## config.mk

```make
export PLATFORM = sky130hd
export DESIGN_NAME = index_sweeper
export DESIGN_NICKNAME = d
export VERILOG_FILES = /design/src/rtl/index_sweeper.sv
export SDC_FILE = /design/constraint.sdc
export NUM_CORES = 1
export LEC_CHECK = 0
export BUFFER_PORTS_ARGS = -buffer_cell sky130_fd_sc_hd__buf_4
export CORE_MARGIN = 2
export CORE_UTILIZATION = 55
export DETAILED_ROUTE_END_ITERATION = 6
export PLACE_DENSITY = 0.81
export REMOVE_ABC_BUFFERS = 1
export SKIP_LAST_GASP = 1
export SLEW_MARGIN = 0
export SYNTH_ARGS = -nofsm -noshare
export SYNTH_HDL_FRONTEND = slang
export SYNTH_SLANG_ARGS = --single-unit
```

## constraint.sdc

```tcl
create_clock -name clk -period 4.6 [get_ports clk]
set_clock_uncertainty 0.05 [all_clocks]
set_input_delay 0.92 -clock clk [delete_from_list [all_inputs] [get_ports clk]]
set_output_delay 0.92 -clock clk [all_outputs]
set_load 0.005 [all_outputs]
```

## src/rtl/index_sweeper.sv

```systemverilog
// index_sweeper: walks an index from base to limit by step and feeds
// an enable-gated downstream register, with stall hold and done pulse.
//
// Ports:
//   clk, rst          clock, async active-high reset
//   start             begin a sweep (sampled only while idle)
//   base/limit/step   sweep bounds and increment, captured on start
//   stall             downstream not ready; holds index, masks en
//   val               current index (holds last value while idle)
//   en                one-cycle load strobe per consumed index
//   busy              sweep in progress
//   done              one-cycle completion pulse
module index_sweeper #(
  parameter int size = 3
) (
  input  logic            clk,
  input  logic            rst,
  input  logic            start,
  input  logic [size-1:0] base,
  input  logic [size-1:0] limit,
  input  logic [size-1:0] step,
  input  logic            stall,
  output logic [size-1:0] val,
  output logic            en,
  output logic            busy,
  output logic            done
);

  localparam logic [1:0] S_IDLE = 2'd0;
  localparam logic [1:0] S_EMIT = 2'd1;
  localparam logic [1:0] S_DONE = 2'd2;

  logic [1:0]      state;
  logic [size-1:0] cur;
  logic [size-1:0] lim_r;
  logic [size-1:0] step_r;
  logic [size:0]   nxt;
  logic            last;

  // One extra bit catches wrap-around past the top of the index range.
  assign nxt  = {1'b0, cur} + {1'b0, step_r};
  assign last = (step_r == '0)
              | nxt[size]
              | (nxt[size-1:0] > lim_r);

  always_ff @(posedge clk or posedge rst) begin
    if (rst) begin
      state  <= S_IDLE;
      cur    <= '0;
      lim_r  <= '0;
      step_r <= '0;
    end else begin
      case (state)
        S_IDLE: begin
          if (start) begin
            cur    <= base;
            lim_r  <= limit;
            step_r <= step;
            state  <= (base <= limit) ? S_EMIT
                                      : S_DONE;
          end
        end
        S_EMIT: begin
          if (!stall) begin
            if (last) state <= S_DONE;
            else      cur   <= nxt[size-1:0];
          end
        end
        S_DONE:  state <= S_IDLE;
        default: state <= S_IDLE;
      endcase
    end
  end

  assign en   = (state == S_EMIT) & ~stall;
  assign val  = cur;
  assign busy = (state != S_IDLE);
  assign done = (state == S_DONE);

endmodule

```

---- After elaboration in Yosys (flattened, before gate mapping) ----
Cells that the tools add are included.
operators by class
  magnitude comparators ................... 2
  reduce and logical (&&, ||, !) cells .... 7
  $mul .................................... 0
  shift operators ......................... 0
  div/mod/pow operators ................... 0
  bitwise operators ....................... 4
  equality and inequality tests ........... 6
  add/subtract/negate cells ............... 1
  multiplexer cells ....................... 9
operators by type and width
  operator            number
  $mux 3              3
  $mux 2              4
  $ne 2x2->1 const B  4
  $pmux 3 s2          1
  $add 3x3->4         1
  $pmux 2 s2          1
  $reduce_and 4->1    1
  $reduce_bool 2->1   2
  $gt 3x3->1          1
  $le 3x3->1          1
  $logic_not 3->1     1
  $reduce_and 3->1    1
  $eq 2x1->1 const B  1
  $eq 2x2->1 const B  1
  $logic_not 2->1     1
  $or 1x1->1          2
  $reduce_and 2->1    1
  $and 1x1->1         1
  $not 1->1           1
word-level totals
  memories kept ........................... 0
  ROM bits ................................ 0
  flip-flop bits (word level) ............. 11
  bits in writable memories ............... 0
  word-level logic and storage cells ...... 33
  output and inout bits ................... 6
  bits in latches ......................... 0
  input port bits ......................... 13

---- Longest topological paths before layout ----
  depth after elaboration ................. 6
  depth in mapped cells ................... 9
  mapped depth without buffers ............ 9

---- Worst setup path after synthesis ----
No wires, ideal clock.
  kind .................................... register to register
  start ................................... register cur[0], in the netlist val[0]
  end ..................................... register cur[0], in the netlist val[0]
  data arrival time ....................... 2.482 ns
  clock period less this slack ............ 2.657 ns
  setup time .............................. 0.125 ns
  slack ................................... 1.943 ns
  buffers on the path ..................... 0
  cell stages (with the launch flop) ...... 10
  required time ........................... 4.425 ns
  cells stage by stage .................... dfrtp_1 > ha_1 > fa_1 > xor2_1 > ha_1 > a21oi_1 > nand2_1 > a221oi_4 > o32a_2 > mux2_4
between the ends
  cells in the longest elaborated chain, start to end .. 5
  elaborated cells on any way between the ends .. 9
  classes of those cells .................. add/sub: 1; order compare: 1; eq/ne: 1; mux: 3; bitwise: 2; reduce/logical: 1
ends and longest elaborated chain
  element                                          RTL line  source
  from (decl)                                      34        logic [size-1:0] cur;
  from (signal assigned)                           56        cur <= base;
  from (signal assigned)                           66        else cur <= nxt[size-1:0];
  $add 3x3->4 *                                    41        assign nxt = {1'b0, cur} + {1'b0, step_r};
  $gt 3x3->1 / $or 1x1->1 (equally long branches)  44, 43
  $or 1x1->1                                       44        | (nxt[size-1:0] > lim_r);
  $ne 2x2->1 (no source line)                      n/a
  $reduce_and 4->1 (no source line)                n/a
Every way passes the cells marked *; elsewhere a longest branch is shown, timed or not. The select of a mux whose other input is x is not followed.
A chain may end at the register's enable or synchronous reset.

---- Worst setup path in the final report ----
Same ends and word-level chain as after synthesis.

==> flow_metrics.env <==
export IMPL_rr_startpoint="val[0]$_DFFE_PP0P_"
export IMPL_syn_avg_cell_area_um2=10.4
export IMPL_die_x_um=41.5
export IMPL_place_hpwl_um=1370
export IMPL_grt_pass1_wl_um=2800
export IMPL_crit_fanout=3
export IMPL_drtPass1Iterations=4
export IMPL_drive_gt1_frac=0.330
export IMPL_drt_antenna_violating_nets=0
export IMPL_drtIter0Drc=7
export IMPL_seq_area_um2=275
export IMPL_r2r_end="val[0]$_DFFE_PP0P_"
export IMPL_vdd_drop_max_mv=0.496
export IMPL_status="finished clean"
export IMPL_clockPowerShare=0.091
export IMPL_finalCriticalPeriod_ns=2.84
export IMPL_layout_commonest_cell="buf_4"
export IMPL_clk_latency_ns=0.27
export IMPL_path_clk_slew_ns=0.07
export IMPL_die_area_mm2=0.00172
export IMPL_path_cells="ha_1 > fa_1 > xor2_1 > ha_1 > a21oi_1 > nand2_1 > a221oi_4 > o32a_2 > mux2_4"
export IMPL_cts_buffers=3
export IMPL_io_pins=19
export IMPL_initial_utilization=0.593
export IMPL_globalRoute_totalOverflow=0
export IMPL_p_leak_nw=0.494
export IMPL_gp_congestion=0.804
export IMPL_drc=0
export IMPL_syn_cell_area_um2=772
export IMPL_final_util=0.720
export IMPL_fmax_mhz=352
export IMPL_synth_top_cell_by_area="dfrtp_1"
export IMPL_power_frac_comb=0.642
export IMPL_p_sw_uw=309
export IMPL_cp_required_ns=4.70
export IMPL_relSlewSlack=0.725
export IMPL_cpMaxStageDelayCell="dfrtp_1"
export IMPL_cts_hold_fix_buffers=0
export IMPL_tightestPinTransition_ns=0.413
export IMPL_critPathLaunch="val[0]$_DFFE_PP0P_"
export IMPL_wl_per_cell_um=15.0
export IMPL_synthCells=74
export IMPL_p_sw_frac=0.431
export IMPL_vias=595
export IMPL_setup_tns_ns=0
export IMPL_rows=13
export IMPL_numPortBuffers=18
export IMPL_yosysSeqAreaShare=0.357
export IMPL_maxSlewViolCount=0
export IMPL_synth_area_top_cells="dfrtp_1 (36%), ha_1 (15%), mux2_2 (7.3%), inv_1 (5.8%), mux2_4 (3.9%)"
export IMPL_rsz0062_at_grt="false"
export IMPL_synth_seq_cells=11
export IMPL_report_final_hold_viol_count=0
export IMPL_crit_arrival_ns=2.95
export IMPL_antenna_cells=0
export IMPL_die_h_um=41.5
export IMPL_netlist_cell_type_count=26
export IMPL_post_cts_repair_setup_buffers=0
export IMPL_ctsResizeCount=0
export IMPL_r2r_cells=9
export IMPL_grtUsageTotal=0.215
export IMPL_seqPwrFrac=0.267
export IMPL_viasPerCell=5.46
export IMPL_yosysWarnings=0
export IMPL_worst_hold_path_endpoint="lim_r[0]$_DFFE_PP0P_"
export IMPL_multiInputGateArea_um2=437
export IMPL_rrSetupSlack_ns=1.76
export IMPL_antenna_found_initial=0
export IMPL_crit_top_cell="ha_1"
export IMPL_clock_sink_count=11
export IMPL_clockRootBuffer="clkbuf_4"
export IMPL_cts_max_level=1
export IMPL_finalSetupViolations=0
export IMPL_holdPathStages=1
export IMPL_cap_violations=0
export IMPL_endpoint_kind="register"
export IMPL_min_from="lim_r[0]$_DFFE_PP0P_"
export IMPL_syn_to_final_growth_pct=21.4
export IMPL_fill_cells=110
export IMPL_routed_wl_um=1640
export IMPL_power_internal_uw=409
export IMPL_coreArea_mm2=0.00130
export IMPL_clock_path_buffers=2
export IMPL_synth_top_area_frac=0.357
export IMPL_hold_class="reg -> reg"
export IMPL_cp_start_kind="register"
export IMPL_grt_pass1_vias=597
export IMPL_powerDensity_mw_per_mm2=766
export IMPL_slowest_delay_ns=0.41
export IMPL_final_cell_mix="buf_4 (18), inv_1 (12), dfrtp_1 (11)"
export IMPL_crit_type="reg -> reg"
export IMPL_grt_max_degree=12
export IMPL_post_route_period_util=0.618
export IMPL_fin_nets=118
export IMPL_tritoncts="built"
[power by group through the flow]
stage	clock network [mW]	logic (mW)	registers, mW
2_1_floorplan	0	0.338	0.180
3_3_place_gp	0	0.435	0.188
3_5_place_dp	0	0.460	0.193
4_1_cts	0.0668	0.463	0.191
5_1_grt	0.0704	0.512	0.197
6_report	0.0652	0.461	0.192
[worst max path at each step]
stage / end / slack, ns / cells past startpoint
5_1_grt: val[1]$_DFFE_PP0P_ / 1.65 / 9
4_1_cts: val[0]$_DFFE_PP0P_ / 1.76 / 9
3_5_place_dp: val[0]$_DFFE_PP0P_ / 1.77 / 9
3_3_place_gp: val[0]$_DFFE_PP0P_ / 1.89 / 9
6_report: val[0]$_DFFE_PP0P_ / 1.76 / 9
2_1_floorplan: val[0]$_DFFE_PP0P_ / 1.94 / 9
[metal layers]
| metal | vias up | routed length, um | global-route usage |
|---|---|---|---|
| li1 | 291 | - | - |
| met1 | 282 | 714 | 0.267 |
| met2 | 18 | 820 | 0.366 |
| met3 | 4 | 80 | 0.0478 |
| met4 | 0 | 21 | 0.0774 |
| met5 | - | 0 | 0 |
[layout make-up]
type,count,share of cell area
clock buffers,4,0.0280
flip-flops and latches,11,0.294
multi-input cells,49,0.466
well taps,15,0.0200
inverters,12,0.0481
repair buffers,18,0.144
[state kept, by name, summed over array words and instances (netlist names)]
| signal | count |
|---|---|
| lim_r | 3 |
| step_r | 3 |
| val | 3 |
| state | 2 |
[Yosys cell counts]
cell      number
o32a_2         1
a21o_1         1
and2b_1        1
dfrtp_1       11
nand3b_1       1
ha_1           9
nand2_1        4
a21oi_1        3
o21ai_0        5
fa_1           1
clkbuf_1       1
mux2i_1        2
a32oi_1        1
nor2_1         2
mux2_4         2
mux2_2         5
inv_1         12
or3_4          1
buf_6          1
a221oi_4       1
xor2_1         1
and2_1         1
nand2b_1       1
nor3_1         2
nor2b_1        3
nand3_1        1
[critical path, delay by kind of cell (launching register included)]
family	cells	cell delay, ns
adder cells (fa/ha/maj)	3	0.91
multiplexers	1	0.30
flip-flops	1	0.41
XOR/XNOR	1	0.22
AO/OA/AOI/OAI	3	0.72
AND/OR/NAND/NOR	1	0.11
[kinds of logic after synthesis]
group,count (synthesis),synth area share
and+or+nand+nor,17,0.123
buffers and inverters,14,0.0778
AOI/OAI and AO/OA,12,0.122
DFF,11,0.357
adders and majority gates,10,0.172
muxes,9,0.138
xor gates and xnor gates,1,0.0113
[through the flow]
stage	setup slack (ns)	power (mW)	instance area [um2]	std cells	hold WS, ns
final	1.76	0.718	937	109	0.492
after global routing	1.65	0.780	937	109	0.515
after CTS	1.76	0.721	937	109	0.474
after detailed placement	1.77	0.653	911	105	0.465
after global placement	1.89	0.624	911	105	0.449
after floorplan	1.94	0.518	757	72	0.412
No activity file was read; power rests on OpenSTA's default activity.
